### src/rtl/register_file_mp.sv
// Multi-read-port register file with byte-enable writes, registered reads and a post-reset clear sequencer.
// Optional same-cycle write-to-read bypass is enabled by defining REGFILE_WR_BYPASS_EN.
//
// state | meaning
// CLEAR | zeroing one register per cycle; reads forced to 0, writes dropped
// RUN   | normal operation; ready=1

module register_file_mp #(
    parameter int NUM_REGS   = 16,
    parameter int DATA_WIDTH = 32,
    parameter int NUM_RD     = 2,
    parameter int ZERO_REG   = 0,
    localparam int AW = $clog2(NUM_REGS),
    localparam int BW = DATA_WIDTH / 8
) (
    input  logic                         clk,
    input  logic                         reset,
    input  logic [NUM_RD-1:0]            read_en,
    input  logic [NUM_RD*AW-1:0]         raddr,
    output logic [NUM_RD*DATA_WIDTH-1:0] rdata,
    input  logic                         write_en,
    input  logic [AW-1:0]                waddr,
    input  logic [DATA_WIDTH-1:0]        wdata,
    input  logic [BW-1:0]                wbe,
    output logic                         ready,
    output logic                         wr_drop
);

    typedef enum logic {
        CLEAR = 1'b0,
        RUN   = 1'b1
    } state_t;

    localparam logic [AW:0]   NREGS_EXT = (AW+1)'(NUM_REGS);
    localparam logic [AW-1:0] LAST_IDX  = AW'(NUM_REGS - 1);

`ifdef REGFILE_WR_BYPASS_EN
    localparam bit BYPASS = 1'b1;
`else
    localparam bit BYPASS = 1'b0;
`endif

    state_t                         state_q, state_d;
    logic [AW-1:0]                  clr_cnt_q, clr_cnt_d;
    logic [DATA_WIDTH-1:0]          regs_q [NUM_REGS];
    logic [DATA_WIDTH-1:0]          regs_d [NUM_REGS];
    logic [NUM_RD*DATA_WIDTH-1:0]   rdata_q, rdata_d;
    logic                           ready_q, ready_d;
    logic                           wr_drop_q, wr_drop_d;

    logic                           wr_acc;
    logic [DATA_WIDTH-1:0]          wr_word;
    logic [AW-1:0]                  ra;
    logic [DATA_WIDTH-1:0]          rd_word;

    // Address is backed by storage and is not the hard-wired zero register.
    function automatic logic addr_ok(input logic [AW-1:0] a);
        logic in_range;
        logic is_zero;
        in_range = ({1'b0, a} < NREGS_EXT);
        is_zero  = (ZERO_REG != 0) && (a == '0);
        return in_range && !is_zero;
    endfunction

    function automatic logic [DATA_WIDTH-1:0] merge_bytes(
        input logic [DATA_WIDTH-1:0] old_w,
        input logic [DATA_WIDTH-1:0] new_w,
        input logic [BW-1:0]         be
    );
        logic [DATA_WIDTH-1:0] res;
        res = old_w;
        for (int b = 0; b < BW; b++) begin
            if (be[b]) begin
                res[8*b +: 8] = new_w[8*b +: 8];
            end
        end
        return res;
    endfunction

    always_comb begin
        state_d   = state_q;
        clr_cnt_d = clr_cnt_q;
        regs_d    = regs_q;
        rdata_d   = rdata_q;
        wr_drop_d = 1'b0;
        ra        = '0;
        rd_word   = '0;
        wr_acc    = (state_q == RUN) && write_en && addr_ok(waddr);
        wr_word   = wr_acc ? merge_bytes(regs_q[waddr], wdata, wbe) : '0;

        case (state_q)
            CLEAR: begin
                regs_d[clr_cnt_q] = '0;
                clr_cnt_d         = clr_cnt_q + AW'(1);
                rdata_d           = '0;
                wr_drop_d         = write_en;
                if (clr_cnt_q == LAST_IDX) begin
                    state_d   = RUN;
                    clr_cnt_d = '0;
                end
            end
            RUN: begin
                if (wr_acc) begin
                    regs_d[waddr] = wr_word;
                end else if (write_en) begin
                    wr_drop_d = 1'b1;
                end
                for (int k = 0; k < NUM_RD; k++) begin
                    if (read_en[k]) begin
                        ra = raddr[k*AW +: AW];
                        if (addr_ok(ra)) begin
                            rd_word = regs_q[ra];
                            // Only accepted writes are forwarded, so ignored writes never leak out.
                            if (BYPASS && wr_acc && (ra == waddr)) begin
                                rd_word = wr_word;
                            end
                        end else begin
                            rd_word = '0;
                        end
                        rdata_d[k*DATA_WIDTH +: DATA_WIDTH] = rd_word;
                    end
                end
            end
            default: begin
                state_d = CLEAR;
            end
        endcase

        ready_d = (state_d == RUN);
    end

    // Contents are not touched by reset; the CLEAR sequence zeroes them afterwards.
    always_ff @(posedge clk) begin
        if (reset) begin
            state_q   <= CLEAR;
            clr_cnt_q <= '0;
            rdata_q   <= '0;
            ready_q   <= 1'b0;
            wr_drop_q <= 1'b0;
        end else begin
            state_q   <= state_d;
            clr_cnt_q <= clr_cnt_d;
            rdata_q   <= rdata_d;
            ready_q   <= ready_d;
            wr_drop_q <= wr_drop_d;
            regs_q    <= regs_d;
        end
    end

    assign rdata   = rdata_q;
    assign ready   = ready_q;
    assign wr_drop = wr_drop_q;

endmodule

### config.mk
export PLATFORM = sky130hd
export DESIGN_NAME = register_file_mp
export DESIGN_NICKNAME = d
export VERILOG_FILES = /design/src/rtl/register_file_mp.sv
export SDC_FILE = /design/constraint.sdc
export NUM_CORES = 1
export LEC_CHECK = 0
export CAP_MARGIN = 40
export CELL_PAD_IN_SITES_DETAIL_PLACEMENT = 1
export CELL_PAD_IN_SITES_GLOBAL_PLACEMENT = 1
export CORE_UTILIZATION = 48
export DETAILED_ROUTE_END_ITERATION = 10
export PLACE_DENSITY = 0.73
export SYNTH_ARGS = -nofsm -noshare
export SYNTH_HDL_FRONTEND = slang
export SYNTH_SLANG_ARGS = --single-unit
### constraint.sdc
create_clock -name clk -period 5.7 [get_ports clk]
set_input_delay 1.14 -clock clk [delete_from_list [all_inputs] [get_ports clk]]
set_output_delay 1.14 -clock clk [all_outputs]
set_load 0.05 [all_outputs]
==> flow_summary.yaml <==
die:
  die_h_microns: 284
  rows: 103
  die_w_microns: 284
  initial_core_util: 0.484
  pin_count: 119
  core_sq_mm: 0.0789
  dieArea_sq_mm: 0.0806
setup_path:
  r2r_start: "clr_cnt_q[2]"
  reg2reg_setup_slack_ns: 2.83
  required_ns: 6.12
  cp_cell_sequence: "buf_2 -> and2b_1 -> nor2b_4 -> buf_4 -> a21oi_1 -> and3_1 -> o31ai_1"
  crit_path_max_fanout: 21
  reg2reg_to: "regs_q[137]"
  rr_worst_depth: 5
  critical_path_class: "in2reg"
  cpMaxStageDelayCell: "buf_2"
  max_stage_delay_ns: 0.68
  cp_data_arrival_time_ns: 4.41
  crit_buf_inv: 2
  crit_family: "simple AND/OR/NAND/NOR gates"
  end_kind: "flip-flop"
  critPathLaunchType: "primary input"
timing:
  hold_violations: 0
  worst_pin_slew_ns: 1.17
  fin_crit_ns: 4.00
  slew_viol_final: 0
  fin_skew_ns: 0.0193
  grt_setup_unrepaired: "false"
  fin_setup_tns_ns: 0
  maxSlewHeadroom: 0.218
  fmax_ghz: 0.250
  finalCritPeriodShare: 0.701
  setup_violations: 0
  worst_slack_ns: 1.70
yosys:
  synth_top_area_cell: "edfxtp_1"
  synth_area_leaders: "edfxtp_1 40%, mux4_2 19%, o31ai_2 9.8%"
  synth_flop_cell: "edfxtp_1"
  synth_compound_area_frac: 0.184
  syn_inst: 3017
  yosys_register_bits: 582
  synth_edf_count: 512
  syn_area_per_cell_sq_um: 12.6
  netlist_area_sq_mm: 0.0382
  yosysUniqueCellTypes: 37
  yosys_warnings: 0
  synth_commonest_cells: "617 x nand2_1, 512 x edfxtp_1, 320 x mux4_2"
  synth_most_common_cell: "nand2_1"
  synth-xor-area-share: 0.000230
  synthSimpleGateAreaFrac: 0.0789
  async_flop_share: 0
  synth_top_family_by_area: "multiplexers"
  synth_fa_ha_area_frac: 0.00131
  synth.area.mux_share: 0.250
  syn-num-nets: 3074
  ys_seq_area_frac: 0.440
  synth_top_area_share: 0.403
power:
  vdd_drop_max_uv: 180
  power.leakage_nw: 15.1
  cellPowerDensity_mw_per_mm2: 277
layout:
  drive_above_1_share: 0.327
  fin_cells: 4129
  fill_cells: 7765
  nNetsFinal: 3077
  area_growth_pct: 13.8
global_route:
  grt_pass1_vias: 32100
  track_usage: 0.409
  antenna_found_initial: 4
  grt_max_degree: 106
  grt_overflow_total: 0
  grt_pass1_wl_mm: 236
clock_network:
  postCtsSetupBuffers: 0
  cts_root_buf: "clkbuf_16"
  clock-sinks: 582
  htree_levels: 3
  clk_latency_ns: 0.63
  hold_buffers: 0
  path_clk_slew_ns: 0.06
  clk_path_buf_depth: 3
  cts_tree: "built"
  cts_buffers: 70
  cts_resized: 0
outcome:
  status: "completed"
drt:
  vias: 31700
  wire_per_inst_microns: 40.5
  drc_errors: 0
  dr.pass1.iters: 6
  drt-total-wl_mm: 167
  drtAntennaViolNets: 0
  drtIter0Drc: 5021
  viasPerCell: 7.69
place:
  dp_cells: 3996
  gp_congestion: 0.875
  dpl.hpwl_mm: 96.6
  pre_cts_ws_ns: 1.26
  io_buffers: 118
hold_path:
  worstHoldStart: "rdata[8]"
  hold_path_depth: 2
  holdPathEnd: "rdata[8]"
  holdCritPathClass: "reg2reg"
job:
  drv_cap: 0
[kinds of logic (layout without fill, tap and decap cells)]
logic type / count (synthesis) / count (layout)
other: 0 / 1
flip-flops: 582 / 582
buffers and inverters: 351 / 412
multiplexers: 546 / 546
AO/OA/AOI/OAI: 771 / 771
XOR/XNOR: 1 / 1
AND/OR/NAND/NOR: 762 / 762
adder cells (fa/ha/maj): 4 / 4
[worst reg2reg max path: cells and delay by family (launching register included)]
kind	cells	cell delay, ns
flops	1	0.71
compound gates	2	0.89
buf+inv	1	0.58
simple gates	2	0.50
[per-stage QoR]
| stage | utilization | instance area (sq um) | power, mW | hold slack, ns |
|---|---|---|---|---|
| after floorplan | - | 38200 | 6.69 | 0.539 |
| after global placement | 0.515 | 40600 | 7.23 | 0.471 |
| after detailed placement | 0.521 | 41100 | 7.38 | 0.469 |
| after CTS | 0.550 | 43400 | 11.9 | 0.482 |
| after global routing | 0.550 | 43400 | 12.2 | 0.504 |
| final | 0.550 | 43400 | 12.0 | 0.478 |
[layout by cell type, fill, tap and decap left out, types with 34 or more instances in the layout]
cell type,count
nor2_1,78
o31ai_2,300
a21oi_1,34
dfxtp_1,69
a22oi_1,64
o31ai_1,212
mux2i_1,162
nand2_1,608
mux4_2,320
buf_4,119
clkdlybuf4s50_1,110
clkbuf_16,73
edfxtp_1,512
mux2_2,64
o211ai_1,64
[flip-flops by register name (all words and copies together) (netlist names)]
register and count:
clr_cnt_q 4, rdata 64, ready 1, regs_q 512, wr_drop 1
[where the power goes]
group,internal [mW],leakage [nW],switching (mW)
Sequential,4.99,5.62,0.286
Clock,2.68,1.11,1.95
Combinational,0.864,8.40,1.24
[per-layer routing]
layer  global-route usage  vias up  routed length, microns
met2                0.600     2767                   72500
met4                0.261        8                   12200
met3                0.106      659                   22100
met5                    0        -                      49
met1                0.539    16300                   60300
li1                     -    12000                       -
[worst max-delay path by stage]
stage	from	endpoint	slack [ns]	cells past startpoint
after floorplan	waddr[1]	regs_q[32]	0.52	7
after global placement	waddr[0]	regs_q[198]	1.20	7
after detailed placement	waddr[3]	regs_q[478]	1.26	7
after CTS	waddr[3]	regs_q[273]	1.87	7
after global routing	waddr[3]	regs_q[478]	1.71	7
final	waddr[3]	regs_q[25]	1.70	7
[area by class of cell]
cell class / count / area [sq um] / area share
timing repair buffer: 273 / 2840 / 0.0655
antenna: 1 / 2.50 / 0.0000577
tap: 1050 / 1310 / 0.0303
sequential: 582 / 16800 / 0.387
multi-input combinational: 2084 / 20200 / 0.465
clock inverter: 38 / 362 / 0.00833
clock buffer: 92 / 1910 / 0.0440
inverter: 9 / 33.8 / 0.000778
Note: power is estimated with default switching activity, not from simulation.
